[config.mk]
export PLATFORM = sky130hd
export DESIGN_NAME = micro_sequencer
export DESIGN_NICKNAME = d
export VERILOG_FILES = /design/src/rtl/micro_sequencer.sv
export SDC_FILE = /design/constraint.sdc
export NUM_CORES = 1
export LEC_CHECK = 0
export ABC_AREA = 1
export CAP_MARGIN = 5
export CORE_MARGIN = 2
export CORE_UTILIZATION = 55
export CTS_CLUSTER_DIAMETER = 150
export DETAILED_ROUTE_END_ITERATION = 8
export DONT_BUFFER_PORTS = 1
export GPL_TIMING_DRIVEN = 0
export PLACE_DENSITY = 0.81
export SLEW_MARGIN = 20
export SYNTH_ARGS = -nofsm -noshare
export SYNTH_HDL_FRONTEND = slang
export SYNTH_SLANG_ARGS = --single-unit
[constraint.sdc]
create_clock -name clk -period 4.09 [get_ports clk]
set_clock_uncertainty 0.1 [all_clocks]
set_input_delay 0.818 -clock clk [delete_from_list [all_inputs] [get_ports clk]]
set_output_delay 0.818 -clock clk [all_outputs]
set_load 0.03 [all_outputs]
[src/rtl/micro_sequencer.sv]
// Microprogrammed sequencer: loadable ucode and two opcode-class dispatch tables, registered control word.
// Define MICROSEQ_STALL_EN to add mem_ready and honour the per-entry wait bit.
module micro_sequencer #(
  parameter int CW_WIDTH  = 16,
  parameter int UPC_WIDTH = 4,
  parameter int OPC_WIDTH = 7
) (
  input  logic                  clk,
  input  logic                  reset,
  input  logic                  run,
`ifdef MICROSEQ_STALL_EN
  input  logic                  mem_ready,
`endif
  input  logic [OPC_WIDTH-1:0]  opcode,
  input  logic                  load_en,
  input  logic [1:0]            load_sel,
  input  logic [UPC_WIDTH-1:0]  load_addr,
  input  logic [CW_WIDTH+2:0]   load_data,
  input  logic                  override,
  input  logic [CW_WIDTH-1:0]   override_word,
  output logic [CW_WIDTH-1:0]   control_word,
  output logic [UPC_WIDTH-1:0]  upc,
  output logic                  running,
  output logic                  illegal
);
  localparam int DEPTH = 2**UPC_WIDTH;

  logic [CW_WIDTH+2:0]  ucode [DEPTH];
  logic [UPC_WIDTH-1:0] disp1 [8];
  logic [UPC_WIDTH-1:0] disp2 [8];

  logic [CW_WIDTH-1:0]  cw_reg, cw_d;
  logic [UPC_WIDTH-1:0] upc_d, next_upc;
  logic                 running_d, illegal_d, dispatch_bad;
  logic [2:0]           op_class;
  logic [1:0]           seq_cur;
  logic                 wait_cur, stall;

  // Tables are plain storage with no reset so a reset does not wipe the microprogram.
  always_ff @(posedge clk) begin
    if (load_en && !run) begin
      case (load_sel)
        2'd0:    ucode[load_addr]      <= load_data;
        2'd1:    disp1[load_addr[2:0]] <= load_data[UPC_WIDTH-1:0];
        2'd2:    disp2[load_addr[2:0]] <= load_data[UPC_WIDTH-1:0];
        default: ;
      endcase
    end
  end

  assign seq_cur  = ucode[upc][CW_WIDTH +: 2];
  assign wait_cur = ucode[upc][CW_WIDTH+2];

`ifdef MICROSEQ_STALL_EN
  assign stall = wait_cur & ~mem_ready;
`else
  assign stall = wait_cur & 1'b0;
`endif

  always_comb begin
    case (opcode[6:0])
      7'b0110011: op_class = 3'd0;
      7'b0000011: op_class = 3'd1;
      7'b0100011: op_class = 3'd2;
      7'b1100011: op_class = 3'd3;
      7'b0010011: op_class = 3'd4;
      default:    op_class = 3'd7;
    endcase
  end

  always_comb begin
    next_upc     = '0;
    dispatch_bad = 1'b0;
    case (seq_cur)
      2'b00: next_upc = '0;
      2'b01: next_upc = UPC_WIDTH'(upc + 1'b1);
      2'b10: begin
        dispatch_bad = (op_class == 3'd7);
        next_upc     = dispatch_bad ? '0 : disp1[op_class];
      end
      default: begin
        dispatch_bad = (op_class == 3'd7);
        next_upc     = dispatch_bad ? '0 : disp2[op_class];
      end
    endcase
  end

  // running is the FSM state: idle (0) or sequencing (1); start cycles reload without moving upc.
  always_comb begin
    running_d = running;
    upc_d     = upc;
    cw_d      = cw_reg;
    illegal_d = 1'b0;
    if (!run) begin
      running_d = 1'b0;
      cw_d      = '0;
    end else if (!running) begin
      running_d = 1'b1;
      cw_d      = ucode[upc][CW_WIDTH-1:0];
    end else if (!stall) begin
      upc_d     = next_upc;
      cw_d      = ucode[next_upc][CW_WIDTH-1:0];
      illegal_d = dispatch_bad;
    end
  end

  always_ff @(posedge clk or posedge reset) begin
    if (reset) begin
      running <= 1'b0;
      upc     <= '0;
      cw_reg  <= '0;
      illegal <= 1'b0;
    end else begin
      running <= running_d;
      upc     <= upc_d;
      cw_reg  <= cw_d;
      illegal <= illegal_d;
    end
  end

  always_comb begin
    control_word = override ? override_word : cw_reg;
  end
endmodule

# Word level (Yosys, flattened, before mapping)
# Memory sizes are Yosys's and may differ from the RTL's.
# Cells that the tools add are included.
# W data, S select, Z words.
dict set report totals {
  regBits 22
  input_bits 53
  out_inout_bits 22
  ramBits 368
  mem_count 3
}
# memory words width rd rd_ports_with_merged_regs write_ports line
set mem_list {}
lappend mem_list {ucode 16 19 2 0 1 28} ;# logic [CW_WIDTH+2:0] ucode [DEPTH];
lappend mem_list {disp1 8 4 1 0 1 29} ;# logic [UPC_WIDTH-1:0] disp1 [8];
lappend mem_list {disp2 8 4 1 0 1 30} ;# logic [UPC_WIDTH-1:0] disp2 [8];
dict set report op_classes {
  n_eq_ne 10
  n_mux 20
  add_sub_neg 1
  n_reduce_logical 6
}
# op count
set ops {}
lappend ops {{$mux W16} 3}
lappend ops {{$pmux W3 S5} 1}
lappend ops {{$eq A7 B6 Y1 const B} 2}
lappend ops {{$mux W1} 13}
lappend ops {{$pmux W4 S3} 1}
lappend ops {{$mux W4} 2}
lappend ops {{$eq A7 B2 Y1 const B} 1}
lappend ops {{$eq A7 B5 Y1 const B} 1}
lappend ops {{$eq A7 B7 Y1 const B} 1}
lappend ops {{$add A4 B1 Y4 const B} 1}
lappend ops {{$eq A2 B1 Y1 const B} 2}
lappend ops {{$eq A2 B2 Y1 const B} 2}
lappend ops {{$logic_not A2 Y1} 2}
lappend ops {{$eq A3 B3 Y1 const B} 1}
lappend ops {{$reduce_and A2 Y1} 1}
lappend ops {{$reduce_or A2 Y1} 1}
lappend ops {{$logic_and A1 B1 Y1} 1}
lappend ops {{$logic_not A1 Y1} 1}

# Longest topological paths before layout
# Gate-level depths: netlist (run 1).
# An unclocked memory read counts as a cell.
dict set report depth {
  word_depth 8
  depth_mapped 21
  depth_no_buf 18
}

# Worst setup path before layout (run 1)
# No wires, ideal clock.
dict set report synth_path {
  path_type {input port to flip-flop}
  startpoint {input run}
  endpoint {memory ucode[0][0] (netlist bit) (enable)}
  path_slack_ns 1.265
  path_buffers 1
  setup_ns 0.393
  path_stages 4
  arrival_time_ns 2.333
  cell_sequence {clkbuf_1 -> nor4_1 -> nand2_1 -> nor2_1}
}
dict set report synth_via {
  elab_chain_cells 4
}
# item line
set synth_rtl {}
lappend synth_rtl {{start: declaration} 10} ;# input logic run,
lappend synth_rtl {{$logic_not A1 Y1} --}
lappend synth_rtl {{$logic_and A1 B1 Y1} 41} ;# if (load_en && !run) begin
lappend synth_rtl {{$mux W1} 41}
lappend synth_rtl {{$mux W1 (implied by the code)} 43} ;# 2'd0: ucode[load_addr] <= load_data;
lappend synth_rtl {{end: declaration} 28}
# Every way passes these cells.

# Worst setup path after layout (run 1)
dict set report layout_path {
  startpoint {register upc[0]}
  endpoint {register cw_reg[1]}
}
dict set report layout_via {
  elab_chain_cells 6
  elab_cells_between_ends 8
}
# item line
set layout_rtl {}
lappend layout_rtl {{start: declaration} 22} ;# output logic [UPC_WIDTH-1:0] upc,
lappend layout_rtl {{start signal: assignment} 115} ;# upc <= upc_d;
lappend layout_rtl {{$mem_v2 Z16 W19} --}
lappend layout_rtl {{$eq A2 B2 Y1, or another cell as far along} 74} ;# case (seq_cur)
lappend layout_rtl {{$pmux W4 S3} 74}
lappend layout_rtl {{$mem_v2 Z16 W19} --}
lappend layout_rtl {{$mux W16 *} 97} ;# end else if (!running) begin
lappend layout_rtl {{$mux W16 *} 94} ;# if (!run) begin
lappend layout_rtl {{net cw_d[1]} 32} ;# logic [CW_WIDTH-1:0] cw_reg, cw_d;
lappend layout_rtl {{end signal: assignment} 116} ;# cw_reg <= cw_d;
lappend layout_rtl {{end: declaration} 32}
# Mark *: on every way through the listed nets, which the timed path passes. The rest lies on a longest branch.
# A chain may end at the register's enable or synchronous reset.

==> results of run 1 <==
==> repair_timing <==
| item | 4_1_cts | 5_1_grt |
|---|---|---|
| resized for setup | 0 | 6 |
| hold buffers | 0 | 0 |
| setup endpoints to repair | 0 | 12 |
==> worst max-delay path, delay by kind of cell, from the launching register on <==
| family | cells | cell delay, ps |
|---|---|---|
| buffers and inverters | 4 | 1870 |
| AO/OA/AOI/OAI | 4 | 1260 |
| flip-flops | 1 | 540 |
| AND/OR/NAND/NOR | 2 | 220 |
==> through the flow <==
stage | hold slack, ps | area (sq um) | std cells | utilization
2_1_floorplan | 617 | 17300 | 1726 | -
3_3_place_gp | 750 | 17800 | 2122 | 0.577
3_5_place_dp | 750 | 17900 | 2131 | 0.584
4_1_cts | 205 | 19300 | 2201 | 0.629
5_1_grt | 211 | 19300 | 2201 | 0.629
6_report | 163 | 19300 | 2201 | 0.629
==> kinds of logic after synthesis <==
family	share of synthesized area
multiplexers	0.0104
XOR/XNOR	0.00102
buffers and inverters	0.0434
flip-flops	0.620
AO/OA/AOI/OAI	0.0900
AND/OR/NAND/NOR	0.234
adder cells (fa/ha/maj)	0.000725
==> final timing paths <==
kind / startpoint / end / slack [ps]
worst max-delay path: upc[0]$_DFFE_PP0P_ / cw_reg[1]$_DFF_PP0_ / -60
worst min-delay path: reset / upc[3]$_DFFE_PP0P_ / 160
worst max register to register: upc[0]$_DFFE_PP0P_ / cw_reg[1]$_DFF_PP0_ / -60
worst min register to register: ucode[12][8]$_DFFE_PP_ / cw_reg[8]$_DFF_PP0_ / 810
max in group asynchronous: reset / upc[0]$_DFFE_PP0P_ / 3240
min in group clk: run / running$_DFF_PP0_ / 210
==> cells in the mapped netlist (14+ instances only) <==
master    number
inv_1         25
buf_1         14
buf_2         59
edfxtp_1     338
mux2_2        16
nor2_1        52
a22oi_1       30
clkbuf_1      47
dfrtp_1       22
o21ai_0       26
nand2_1      417
a21oi_1      149
nand3_1      438
buf_4         14
a221oi_1      22
==> layout make-up <==
| type | instances | area, sq um |
|---|---|---|
| timing repair buffer | 9 | 116 |
| clock inverter | 26 | 345 |
| clock buffer | 44 | 1050 |
| sequential | 360 | 10700 |
| tap | 396 | 495 |
| inverter | 32 | 120 |
| fill | 2395 | 11400 |
| multi-input combinational | 1200 | 5880 |
| buffer | 134 | 634 |
==> metal layers <==
layer	GRT usage	routed length, microns
met1	0.552	23700
met2	0.570	27400
met3	0.126	10700
met4	0.198	3850
met5	0	0
==> flow_metrics.tcl, run 1 <==
set metrics [dict create \
    vias_per_cell 6.98 \
    grt_usage 0.399 \
    diodes 0 \
    io_pins 75 \
    fin_nets 1829 \
    yosys.area.top_type "edfxtp_1" \
    crit_arrival_ps 4450 \
    numCtsBuffers 38 \
    outcome "finished, violations left" \
    syn_area_sq_um 17300 \
    rows 64 \
    post-place-ws_ps 151 \
    netlist_instances 1726 \
    grt_pass1_vias 14365 \
    drive_gt1_frac 0.109 \
    netlist-cell-type-count 34 \
    tightestPinTransition_ps 1050 \
    slew_headroom 0.298 \
    post-route-period-util 1.02 \
    die-height_microns 181 \
    finalSetupViolCount 2 \
    synthArstFlopShare 0.0611 \
    r2r_cells 10 \
    synth-main-ff-cell "edfxtp_1" \
    wl_microns 65700 \
    violations "negative setup slack" \
    cp_slowest_stage_delay_ps 750 \
    place.gp.congestion 1.06 \
    cts_setup_buffers 0 \
    cts-root-buf "clkbuf_16" \
    cts_max_level 2 \
    drv_cap 0 \
    synth_top_area_frac 0.588 \
    initial_core_util 0.561 \
    drt_first_iter_violations 3338 \
    synth.area.top_cells "edfxtp_1 (59%), nand3_1 (13%), nand2_1 (9.1%), a21oi_1 (4.3%), dfrtp_1 (3.2%)" \
    slowest_stage "clkbuf_1" \
    hold_viol 0 \
    hpwl_microns 45100 \
    synth.net_count 1780 \
    die_x_microns 181 \
    ys_warn_count 0 \
    drc 0 \
    cp_max_fo 10 \
    end_kind "flip-flop" \
    synth_edf_count 338 \
    clk_latency_ps 540 \
    worst_ep_required_time_ps 4390 \
    regMostFlops "ucode" \
    cts_tree "built" \
    start_kind "flip-flop" \
    syn_area_per_cell_sq_um 10.0 \
    grt_max_degree 31 \
    num_vias 15370 \
    dr.pass1.iters 7 \
    yosysSeqAreaShare 0.620 \
    antenna_found_initial 2 \
    core_sq_um 30700 \
    overflow 0 \
    finalMaxSlewViolations 0 \
    crit_chain "inv_2 > buf_2 > buf_1 > clkbuf_1 > nand2_1 > a221oi_1 > o21ai_0 > o211ai_1 > nand2_1 > a21oi_1" \
    io_buffers 0 \
    clkTransAtPathRegs_ps 70 \
    synth-seq-cells 360 \
    clk_path_buf_depth 3 \
    hold_class "input pin to asynchronous set/reset pin" \
    fmax_mhz 241 \
    die_area_sq_um 32800 \
    wire_per_inst_microns 29.9 \
    grt_pass1_wl_microns 94600 \
    fin_tns_setup_ps -76.5 \
    final_common_cell "nand3_1" \
    finalCriticalPeriod_ps 4150 \
    final_cell_mix "nand3_1 (438), nand2_1 (417), edfxtp_1 (338), a21oi_1 (149), buf_2 (58)" \
    fin_ws_ps -63.6 \
    crit_top_cell "nand2_1" \
    cts_sinks 360 \
    crit_type "flip-flop to flip-flop" \
    area_delta_synth_final_pct 12.1 \
    rsz0062_at_grt "no" \
    largest_reg_flops 288 \
    ant_nets 0 \
]
Power of run 1 is not shown: default switching activity piles up to over one toggle a cycle in this logic, so the estimate is an artifact.
==> run 2: changes to the inputs <==
- CTS_CLUSTER_SIZE: unset -> 8
- HOLD_SLACK_MARGIN: unset -> 0.03
- PLACE_DENSITY: 0.81 -> unset
- PLACE_DENSITY_LB_ADDON: unset -> 0.12
==> flow_metrics.tcl, run 2 (synthesized netlist as in run 1, its figures left out) <==
set metrics [dict create \
    numCtsBuffers 50 \
    area_delta_synth_final_pct 12.4 \
    finalCriticalPeriod_ps 4070 \
    final_util 0.631 \
    regToRegSetupSlack_ps 20 \
    cts_sinks 360 \
    crit_type "flip-flop to flip-flop" \
    overflow 0 \
    fmax_mhz 246 \
    slew_headroom 0.308 \
    outcome "finished clean" \
    grt_max_degree 31 \
    rows 64 \
    antenna_found_initial 5 \
    post-route-period-util 0.994 \
    drt_first_iter_violations 2738 \
    wire_per_inst_microns 30.4 \
    cp_max_fo 10 \
    finalSetupViolCount 0 \
    crit_top_cell "nand2_1" \
    end_kind "flip-flop" \
    final_common_cell "nand3_1" \
    cp_slowest_stage_delay_ps 510 \
    wl_microns 67000 \
    io_buffers 0 \
    fin_nets 1841 \
    drv_cap 0 \
    grt_usage 0.404 \
    crit_arrival_ps 4400 \
    crit_chain "buf_2 > inv_1 > nor2_2 > nand3_1 > nand2_1 > nor2_1 > nand2_1 > nand2_2 > nand2_1 > inv_2 > nand3_1 > nand2_1 > clkinv_1 > buf_2 > nand3_1 > nand3_1 > nand2_1 > a21oi_1" \
    clk_latency_ps 570 \
    die-height_microns 181 \
    regMostFlops "ucode" \
    die_area_sq_um 32800 \
    drive_gt1_frac 0.104 \
    tightestPinTransition_ps 1040 \
    cts_setup_buffers 0 \
    final_cell_mix "nand3_1 (438), nand2_1 (417), edfxtp_1 (338), a21oi_1 (149), clkbuf_1 (64)" \
    grt_pass1_wl_microns 95400 \
    start_kind "flip-flop" \
    worst_ep_required_time_ps 4420 \
    rsz0062_at_grt "no" \
    die_x_microns 181 \
    clk_path_buf_depth 3 \
    r2r_end "cw_reg[6]$_DFF_PP0_" \
    vias_per_cell 6.97 \
    hold_class "input pin to asynchronous set/reset pin" \
    cts_tree "built" \
    finalMaxSlewViolations 0 \
    slowest_stage "dfrtp_1" \
    hold_viol 0 \
    hpwl_microns 45600 \
    grt_pass1_vias 14216 \
    cts-root-buf "clkbuf_16" \
    dr.pass1.iters 7 \
    place.gp.congestion 1.06 \
    initial_core_util 0.561 \
    clkTransAtPathRegs_ps 50 \
    drc 0 \
    io_pins 75 \
    ant_nets 0 \
    r2r_cells 18 \
    core_sq_um 30700 \
    num_vias 15365 \
    reg2reg_from "upc[2]$_DFFE_PP0P_" \
    largest_reg_flops 288 \
    cts_max_level 2 \
]
==> run 2: cell count changes in the layout (fill, tap and decap cells not counted), moves of 2 or more <==
cell,delta
clkinv_2,-4
nor2_2,-6
buf_8,-4
buf_6,-2
buf_16,+4
nor2_4,+6
buf_12,+2
bufinv_16,-8
clkinvlp_4,-6
clkbuf_1,+17
clkbuf_16,+9
clkinv_1,-6
==> run 2: cell type report <==
type,instances,area (sq um)
repair buffers,9,184
inverters,32,120
plain buffers,134,632
clock buffers,69,1320
diodes,1,2.50
well taps,396,495
multi-input cells,1200,5910
fillers,2513,11300
flip-flops and latches,360,10700
clock inverters,3,33.8
==> run 2: timing repair <==
item,in CTS,in global routing
endpoints found under the hold margin,0,0
hold buffers,0,0
gates resized for setup,0,7
setup endpoints to repair,0,4
==> run 2: worst max path at each step <==
| stage | to | from | slack [ps] | cells past startpoint |
|---|---|---|---|---|
| finish | cw_reg[6]$_DFF_PP0_ | upc[2]$_DFFE_PP0P_ | 20 | 18 |
| global placement | ucode[0][6]$_DFFE_PP_ | run | -80 | 4 |
| detailed placement | cw_reg[6]$_DFF_PP0_ | opcode[1] | 40 | 17 |
| CTS | cw_reg[6]$_DFF_PP0_ | upc[0]$_DFFE_PP0P_ | 190 | 16 |
| global route | cw_reg[14]$_DFF_PP0_ | upc[2]$_DFFE_PP0P_ | 20 | 18 |
| floorplan | ucode[0][0]$_DFFE_PP_ | run | 1260 | 4 |
==> run 2: worst max-delay path, delay by kind of cell (launching register included) <==
family,cells,cell delay (ps)
flops,1,510
compound gates,1,310
buf+inv,5,1130
simple gates,12,1850
==> run 2: per-layer routing <==
| layer | track usage | part of all wire |
|---|---|---|
| met4 | 0.204 | 0.058 |
| met1 | 0.538 | 0.36 |
| met2 | 0.582 | 0.42 |
| met5 | 0 | 0.0013 |
| met3 | 0.150 | 0.16 |
==> run 2: metrics by stage <==
stage	hold WS (ps)	TNS [ps]	setup WS (ps)	instance area (sq um)	cells
floorplan	617	0	1260	17300	1726
global placement	750	-3830	-80.3	17800	2122
detailed placement	750	0	36.3	18000	2131
CTS	178	0	187	19400	2203
global route	176	0	23.1	19400	2203
finish	144	0	24.1	19400	2204
Power of run 2 is left out for the same reason.
